### config.mk
export PLATFORM = sky130hd
export DESIGN_NAME = uart_tx_fifo
export DESIGN_NICKNAME = d
export VERILOG_FILES = /design/src/rtl/uart_tx_fifo.sv
export SDC_FILE = /design/constraint.sdc
export NUM_CORES = 1
export LEC_CHECK = 0
export CORE_ASPECT_RATIO = 1.75
export CORE_MARGIN = 2
export CORE_UTILIZATION = 55
export DETAILED_ROUTE_END_ITERATION = 16
export HOLD_SLACK_MARGIN = 0.15
export PLACE_DENSITY = 0.77
export SYNTH_ARGS = -nofsm -noshare
export SYNTH_HDL_FRONTEND = slang
export SYNTH_SLANG_ARGS = --single-unit
### constraint.sdc
create_clock -name clk -period 3.03 [get_ports clk]
set_input_delay 0.606 -clock clk [delete_from_list [all_inputs] [get_ports clk]]
set_output_delay 0.606 -clock clk [all_outputs]
set_load 0.005 [all_outputs]
### src/rtl/uart_tx_fifo.sv
// uart_tx_fifo: show-ahead byte FIFO feeding the uart transmitter handshake.
// Reports fill level, almost-full, and a sticky overflow flag. Status flags
// are decoded only from the registered count, so wr_ready and tx_valid have
// no combinational path from wr_valid or tx_ready.
module uart_tx_fifo #(
   parameter int DATA_W      = 8,
   parameter int DEPTH       = 16,
   parameter int AFULL_LEVEL = 12
) (
   input  logic                       clk,
   input  logic                       rst,
   input  logic [DATA_W-1:0]          wr_data,
   input  logic                       wr_valid,
   output logic                       wr_ready,
   input  logic                       flush,
   input  logic                       clr_ovf,
   output logic [DATA_W-1:0]          tx_data,
   output logic                       tx_valid,
   input  logic                       tx_ready,
   output logic [$clog2(DEPTH+1)-1:0] count,
   output logic                       empty,
   output logic                       full,
   output logic                       almost_full,
   output logic                       overflow
);

   localparam int PTR_W = $clog2(DEPTH);
   localparam int CNT_W = $clog2(DEPTH+1);

   logic [DATA_W-1:0] mem_q [DEPTH];
   logic [PTR_W-1:0]  wr_ptr_q, wr_ptr_d;
   logic [PTR_W-1:0]  rd_ptr_q, rd_ptr_d;
   logic [CNT_W-1:0]  count_q, count_d;
   logic              ovf_q, ovf_d;
   logic              push, pop;

   // Status decode from registered count only
   always_comb begin
      empty       = (count_q == '0);
      full        = (count_q == CNT_W'(DEPTH));
      almost_full = (count_q >= CNT_W'(AFULL_LEVEL));
      wr_ready    = ~full;
      tx_valid    = ~empty;
      count       = count_q;
      overflow    = ovf_q;
      tx_data     = mem_q[rd_ptr_q];
   end

   // Next-state: flush discards everything and masks any push/pop that cycle;
   // pointers wrap naturally because DEPTH is a power of two.
   always_comb begin
      push     = wr_valid & wr_ready & ~flush;
      pop      = tx_valid & tx_ready & ~flush;
      wr_ptr_d = wr_ptr_q;
      rd_ptr_d = rd_ptr_q;
      count_d  = count_q;
      if (flush) begin
         rd_ptr_d = wr_ptr_q;
         count_d  = '0;
      end else begin
         if (push) wr_ptr_d = wr_ptr_q + PTR_W'(1);
         if (pop)  rd_ptr_d = rd_ptr_q + PTR_W'(1);
         case ({push, pop})
            2'b10:   count_d = count_q + CNT_W'(1);
            2'b01:   count_d = count_q - CNT_W'(1);
            default: count_d = count_q;
         endcase
      end
      // A write attempt while full wins over a same-cycle clear
      ovf_d = ovf_q;
      if (wr_valid & full) ovf_d = 1'b1;
      else if (clr_ovf)    ovf_d = 1'b0;
   end

   // Control state with synchronous reset
   always_ff @(posedge clk) begin
      if (rst) begin
         wr_ptr_q <= '0;
         rd_ptr_q <= '0;
         count_q  <= '0;
         ovf_q    <= 1'b0;
      end else begin
         wr_ptr_q <= wr_ptr_d;
         rd_ptr_q <= rd_ptr_d;
         count_q  <= count_d;
         ovf_q    <= ovf_d;
      end
   end

   // Storage array; contents are intentionally not reset
   always_ff @(posedge clk) begin
      if (push) mem_q[wr_ptr_q] <= wr_data;
   end

endmodule

==> results list, run 1 <==
- Path depth of the worst reg2reg path: 10
* Average wire per standard cell: 22.9 µm
* Final-report setup violation count: 0
- Flop2flop setup slack: 0.34 ns
* Worst EP arrival: 2.35 ns
- Period Utilization, post-route: 0.974
- Of the post-synthesis cell area, the dominant cell type holds 0.654.
- Power per standard cell area: 647 nW/µm²
- Worst IR Drop VDD: 0.000480 V
- Gr usage total: 0.224
- Once detailed placement completed, the half-perimeter wirelength came to 7530 µm.
- Once detail routing completed, the nets flagged for antenna violations numbered 0.
* Library cell used as clock root buffer: clkbuf_16
* Startpoint kind of the worst setup timing path: flip-flop
- Pleak: 2.46 nW
- Total number of placement rows: 50
- Initial Utilization: 0.556
- The largest total area in the synthesized netlist belongs to edfxtp_1.
- Top post-synthesis cells by area: edfxtp_1, mux4_2, dfxtp_1, a22oi_1, ha_1
- The floorplan step defined a die boundary enclosing 11,600 µm².
- Between clock sinks in the finished design, the worst skew comes to 0.00711 ns.
- STA puts the critical path data required time at 2.42 ns.
* Wire length reported by the detailed router: 12,100 µm
- For this block, the initial DRC count from the detailed router was 305.
- Hold-fix buffers, CTS: 0
- Max-cap violations in this run came to 0.
- The via count of the first global-routing pass came to 3,280.
* Area growth syn-to-layout: 21.9%
* Overflow after GRT: 0
* Number of flops mapped to enable cells by yosys: 128
* Number of vias after detailed routing: 3,114
* Yosys cell types: 39
- Sequential share of the synthesized area: 0.715
- Number of nets in the layout: 410
- The flow ran to the end, and the final reports show no timing, DRC or antenna violations.
- Gate count after technology mapping: 330
- After detailed routing, the number of remaining DRC violations is 0.
- STA classifies the critical path endpoint as an output pin.
- DIE WIDTH: 82.2 µm
- The initial antenna violation count was 0.
- The startpoint identified for the worst register-to-register timing path is count[0]$_SDFFE_PP0P_.
* Max Root-Sink Buffers: 2
- Number of vias per cell: 5.89
* Final RePlAce weighted congestion: 0.837
- Number of warnings issued by yosys: 0
- Count leader, synth: edfxtp_1
* Flip-flop and latch count after synthesis: 146
* Number of buffers inserted during clock tree synthesis: 17
* Count of H-tree levels built during CTS: 4
- After layout, the design draws a total of 4.64 mW.
* Predominant post-synthesis flop cell: edfxtp_1
- Instance count after placement with tap cells included: 487
* Wire length of the first global-routing pass: 18,100 µm
- The critical path is of the reg2out type.
- The worst pin sits at a relative slew slack of 0.409.
- Of the cells placed in the final design, the portion with a size suffix greater than 1 is 0.233.
- TritonCTS clock tree: built
- Commonest cells post-synth: edfxtp_1, mux4_2, nor2_1, dfxtp_1, a22oi_1
- Post-Synthesis Cell Area: 5880 µm²
- For this run, the detailed router's first-pass iteration total came to 4.
- The floorplan step set the die height to 141 µm.
- Actual slew at the worst max-slew pin: 0.879 ns
* Port Buffer Count: 32
* Highest fanout seen on the critical path: 7
* Clock latency of the later-clocked register in the worst-skew pair: 0.42 ns
* Post-Syn Nets: 354
- 33 I/O pins were placed.
- In this run the critical register-to-register path is captured at count[4]$_SDFFE_PP0P_.
* Hold/Removal Path Class: reg2reg
- Static timing analysis puts the maximum clock frequency at 0.339 GHz.
- Critical path endpoint: tx_data[0]
- The number of antenna diodes in the final layout is 0.
* Pin count of the biggest net entering global routing: 33
- Final count of hold timing violations: 0
- After clock tree synthesis, the clock-pin slew on the worst setup and hold paths is 0.06 ns.
- Final non-filler cell total: 529
- Final Slew Violations: 0
* Floorplan core area: 10,600 µm²
- After layout, the minimum clock period comes to 2.95 ns.
* Mean instance size in the synthesized netlist: 17.8 µm²
- Async set or reset register ratio after synthesis: 0
- Clock tree synthesis found a total of 146 sinks.
-- kinds of logic (layout without fill, tap and decap cells) --
| kind of cell | count (synthesis) | in the layout | synth area share |
|---|---|---|---|
| compound gates | 35 | 35 | 0.0449 |
| fa+ha+maj | 10 | 10 | 0.0226 |
| buf+inv | 28 | 97 | 0.0187 |
| simple gates | 70 | 70 | 0.0623 |
| mux | 35 | 35 | 0.128 |
| flops | 146 | 146 | 0.715 |
| xor+xnor | 6 | 6 | 0.00894 |
-- worst min-delay path by stage --
| stage | start | end | slack (ns) | depth (start not counted) |
|---|---|---|---|---|
| floorplan | wr_ptr_q[1]$_SDFFE_PP0P_ | wr_ptr_q[1]$_SDFFE_PP0P_ | 0.53 | 2 |
| global placement | wr_ptr_q[1]$_SDFFE_PP0P_ | wr_ptr_q[1]$_SDFFE_PP0P_ | 0.56 | 2 |
| detailed placement | wr_ptr_q[1]$_SDFFE_PP0P_ | wr_ptr_q[1]$_SDFFE_PP0P_ | 0.58 | 2 |
| CTS | wr_ptr_q[1]$_SDFFE_PP0P_ | wr_ptr_q[1]$_SDFFE_PP0P_ | 0.59 | 2 |
| global route | wr_ptr_q[1]$_SDFFE_PP0P_ | wr_ptr_q[1]$_SDFFE_PP0P_ | 0.63 | 2 |
| finish | wr_ptr_q[1]$_SDFFE_PP0P_ | wr_ptr_q[1]$_SDFFE_PP0P_ | 0.58 | 2 |
-- report_power, final --
part	switching, mW	internal, mW
sequential	0.0141	2.21
combinational	0.142	0.152
clock	0.755	1.37
total	0.910	3.73
-- stage by stage --
step | hold slack [ns] | setup slack (ns) | setup TNS, ns | utilization | cell area [µm²]
after floorplan | 0.533 | 0.561 | 0 | - | 5880
after global placement | 0.563 | 0.132 | 0 | 0.605 | 6400
after detailed placement | 0.584 | 0.0401 | 0 | 0.605 | 6400
after CTS | 0.590 | -0.00646 | -0.00646 | 0.666 | 7040
after global routing | 0.628 | -0.0103 | -0.0103 | 0.678 | 7170
final | 0.580 | 0.0776 | 0 | 0.678 | 7170
-- sequential cells by signal, indices dropped and copies added, names as in the netlist, named ones only --
signal / count
mem_q: 128
count: 5
rd_ptr_q: 4
wr_ptr_q: 4
overflow: 1
-- cell usage in the layout, fill, tap and decap left out, types with 3 or more instances in the layout --
cell type / count
edfxtp_1: 128
mux4_2: 32
clkdlybuf4s50_1: 27
nor2_1: 23
dfxtp_1: 17
clkbuf_16: 17
inv_1: 14
buf_4: 14
and2_1: 13
a22oi_1: 11
nand2_1: 11
ha_1: 9
a21oi_1: 8
a22oi_2: 5
dlymetal6s2s_1: 5
nand3_1: 4
xor2_1: 4
clkinv_2: 4
clkbuf_1: 4
bufinv_16: 4
buf_12: 4
nand2b_1: 3
a21o_1: 3
mux2i_1: 3
-- worst max-delay path, stage by stage (launching register included) --
cell	delay (ns)
dfxtp_4	0.39
buf_12	0.15
buf_4	0.11
mux4_2	0.50
a22oi_2	0.23
nand2_1	0.09
clkdlybuf4s50_1	0.45
-- area by class of cell --
| type | instances | area [µm²] |
|---|---|---|
| flip-flops and latches | 146 | 4210 |
| fillers | 686 | 3410 |
| multi-input cells | 156 | 1590 |
| repair buffers | 51 | 546 |
| clock buffers | 21 | 440 |
| clock inverters | 11 | 164 |
| well taps | 130 | 163 |
| inverters | 14 | 52.6 |
-- metal layers --
metal  track usage  vias to the layer above  wire (µm)
met1         0.248                     1582       4350
met2         0.400                      109       7080
met5             0                        -          0
li1              -                     1410          -
met3        0.0551                       13        560
met4        0.0895                        0        141
-- repair_timing --
action / 4_1_cts / 5_1_grt
buffers inserted: 0 / 9
endpoints found under the setup margin: 3 / 8
resized for setup: 0 / 14
pin swaps: 0 / 2
gates cloned: 1 / 0
Power figures use the tool's default switching activity.
==> run 2: changes to the inputs <==
==> constraint.sdc (replaced) <==
create_clock -name clk -period 3.03 [get_ports clk]
set_input_delay 0.606 -clock clk [delete_from_list [all_inputs] [get_ports clk]]
set_output_delay 0.606 -clock clk [all_outputs]
set_load 0.01 [all_outputs]
==> run 2 against run 1 <==
Compared with the run above:
- cell count down 0.19%
- count of clock-buffer cells in the layout shrank 3
- combinational power decreased by 2%
- largest cell class unchanged
- global-route usage hardly changed
==> results list, run 2 (synthesis gave the netlist of run 1 again) <==
* Fill count: 684
* Count of H-tree levels built during CTS: 4
* Final-report setup violation count: 0
- Post-Route Setup TNS: 0 ns
- Total iterations of the first detailed-routing run: 4
* Area growth syn-to-layout: 21.3%
- Power per standard cell area: 653 nW/µm²
- Setup repair after global routing missed its margin: no
* Number of antenna diodes: 0
* Number of vias after detailed routing: 3,152
- Routability-driven placement finished with a final weighted congestion of 0.829.
* 1st-iter DRT viols: 297
- DIE WIDTH: 82.2 µm
* Number of clock sinks seen by CTS: 146
* Number of buffers inserted during clock tree synthesis: 17
* Pleak: 2.44 nW
- Critical path start-end classification: reg2out
- Port Buffer Count: 32
- The initial antenna violation count was 0.
- The region available for standard cell placement spans 10,600 µm².
- Summed over all nets, the half-perimeter wirelength after detailed placement is 7460 µm.
* Commonest cells after routing, fill and taps aside: edfxtp_1, mux4_2, clkdlybuf4s50_1, nor2_1
- After detailed routing, the average wire length per cell comes to 22.1 µm.
- Summing all multi-input logic gate instances after layout gives 1580 µm².
- Entering global routing, the biggest net connects 33 pins.
* Worst IR Drop VDD: 0.000570 V
- Antenna Nets Post-Route: 0
- Net switching power figure: 0.934 mW
- Initial Utilization: 0.556
- Hold/Removal Path Class: reg2reg
- In this run the most used layer during global routing was met2.
- The library cell used most frequently in the layout, excluding fill and tap cells, is edfxtp_1.
- Via count of the first global-routing pass: 3,331
* Data required time of the worst path: 2.42 ns
- The floorplan has 50 rows.
- Number of flip-flops in the largest register: 128
- Overflow after GRT: 0
- The routed design has 11,700 µm of wire.
- Of the available clock period, the critical path in the final layout requires 0.969.
- Fmax: 0.341 GHz
- In the global route stage, met1 resource usage came out at 0.254.
* Max Root-Sink Buffers: 2
* Run status: finished clean
- Switch share: 0.201
* Kind of end point of the critical path: output pin
- Final hold analysis gives a worst-case slack of 0.578 ns.
* Area enclosed by the die boundary: 11,600 µm²
- The hold violation count in the final report is 0.
- The first global-routing pass estimated 18,200 µm of wire.
- Of all nets on the critical path, the largest fanout is 15.
- In the final design database the tool counted 409 nets.
- Int Power: 3.72 mW
* Library cell used as clock root buffer: clkbuf_16
- The share of total power dissipated in combinational logic is 0.062.
* Final Slew Violations: 0
- Clock-pin slew was measured on the worst setup and hold paths at 0.06 ns.
- In the routed design, unresolved DRC markers number 0.
- For this run, global-route usage on met2 was measured as 0.401.
- Worst EP arrival: 2.33 ns
* GR Layer Usage met3: 0.0506
* Gr usage total: 0.224
- Actual slew at the worst max-slew pin: 0.848 ns
- Max-cap violations in this run came to 0.
* Sequential Power Share: 0.477
- Most flops, register: mem_q
* Number of vias per cell: 5.97
- At the later pin of the worst-skew pair, clock insertion delay measures 0.41 ns.
- Startpoint kind of the worst setup timing path: flip-flop
* I/O pin count: 33
- Counting tap cells, the placed design contains a total of 489 instances.
- Clock power share: 0.461
- TritonCTS clock tree: built
- Final core area utilization: 0.674
- Slew headroom: 0.430
* Clock skew: 0.00704 ns
- In the final layout, flip-flops and latches occupy 4210 µm².
* Fin crit period: 2.93 ns
- In the final layout, the share of cells above drive strength 1 is 0.229.
* Final non-filler cell total: 528
- Chip Height: 141 µm
==> run 2: repair_timing <==
item,in CTS,in global routing
buffers inserted,0,6
setup endpoints to repair,6,7
pin swaps,0,0
resized for setup,2,8
gates cloned,1,0
hold buffers,0,0
==> run 2: layout make-up <==
| type | count | share of cell area |
|---|---|---|
| repair buffers | 50 | 0.0714 |
| clock buffers | 18 | 0.0602 |
| well taps | 130 | 0.0228 |
| inverters | 14 | 0.00737 |
| clock inverters | 14 | 0.0263 |
| multi-input cells | 156 | 0.222 |
| flip-flops and latches | 146 | 0.590 |
==> run 2: per-layer routing <==
layer,share of wire,vias to the layer above
met5,0,-
met4,0.022,0
met3,0.047,20
met2,0.58,117
met1,0.35,1607
li1,-,1408
==> run 2: per-stage QoR <==
step | total power [mW] | setup slack, ns | instance area [µm²]
after detailed placement | 2.53 | 0.0377 | 6410
after CTS | 4.66 | -0.0292 | 7070
final | 4.66 | 0.0951 | 7130
after global routing | 4.77 | 0.0255 | 7130
after floorplan | 2.41 | 0.536 | 5880
after global placement | 2.53 | 0.125 | 6410
==> run 2: path summary, 6_finish.rpt <==
check	startpoint	end	slack [ns]	depth (start not counted)
max reg2reg	count[0]$_SDFFE_PP0P_	count[4]$_SDFFE_PP0P_	0.26	10
min reg2reg	wr_ptr_q[1]$_SDFFE_PP0P_	wr_ptr_q[1]$_SDFFE_PP0P_	0.58	2
min	wr_ptr_q[1]$_SDFFE_PP0P_	wr_ptr_q[1]$_SDFFE_PP0P_	0.58	2
max	flip-flop	tx_data[6]	0.1	5
==> run 2: power groups by stage <==
stage          Combinational [mW]  Clock [mW]  Sequential [mW]
3_5_place_dp                0.276           0             2.26
2_1_floorplan               0.154           0             2.26
6_report                    0.288        2.15             2.22
3_3_place_gp                0.270           0             2.26
4_1_cts                     0.287        2.16             2.22
5_1_grt                     0.313        2.24             2.22
==> run 2: critical path, cell delays in order, from the launching register on <==
cell	delay (ns)
dfxtp_4	0.40
buf_12	0.18
mux4_2	0.53
a22oi_1	0.24
nand2_1	0.09
clkdlybuf4s50_1	0.48
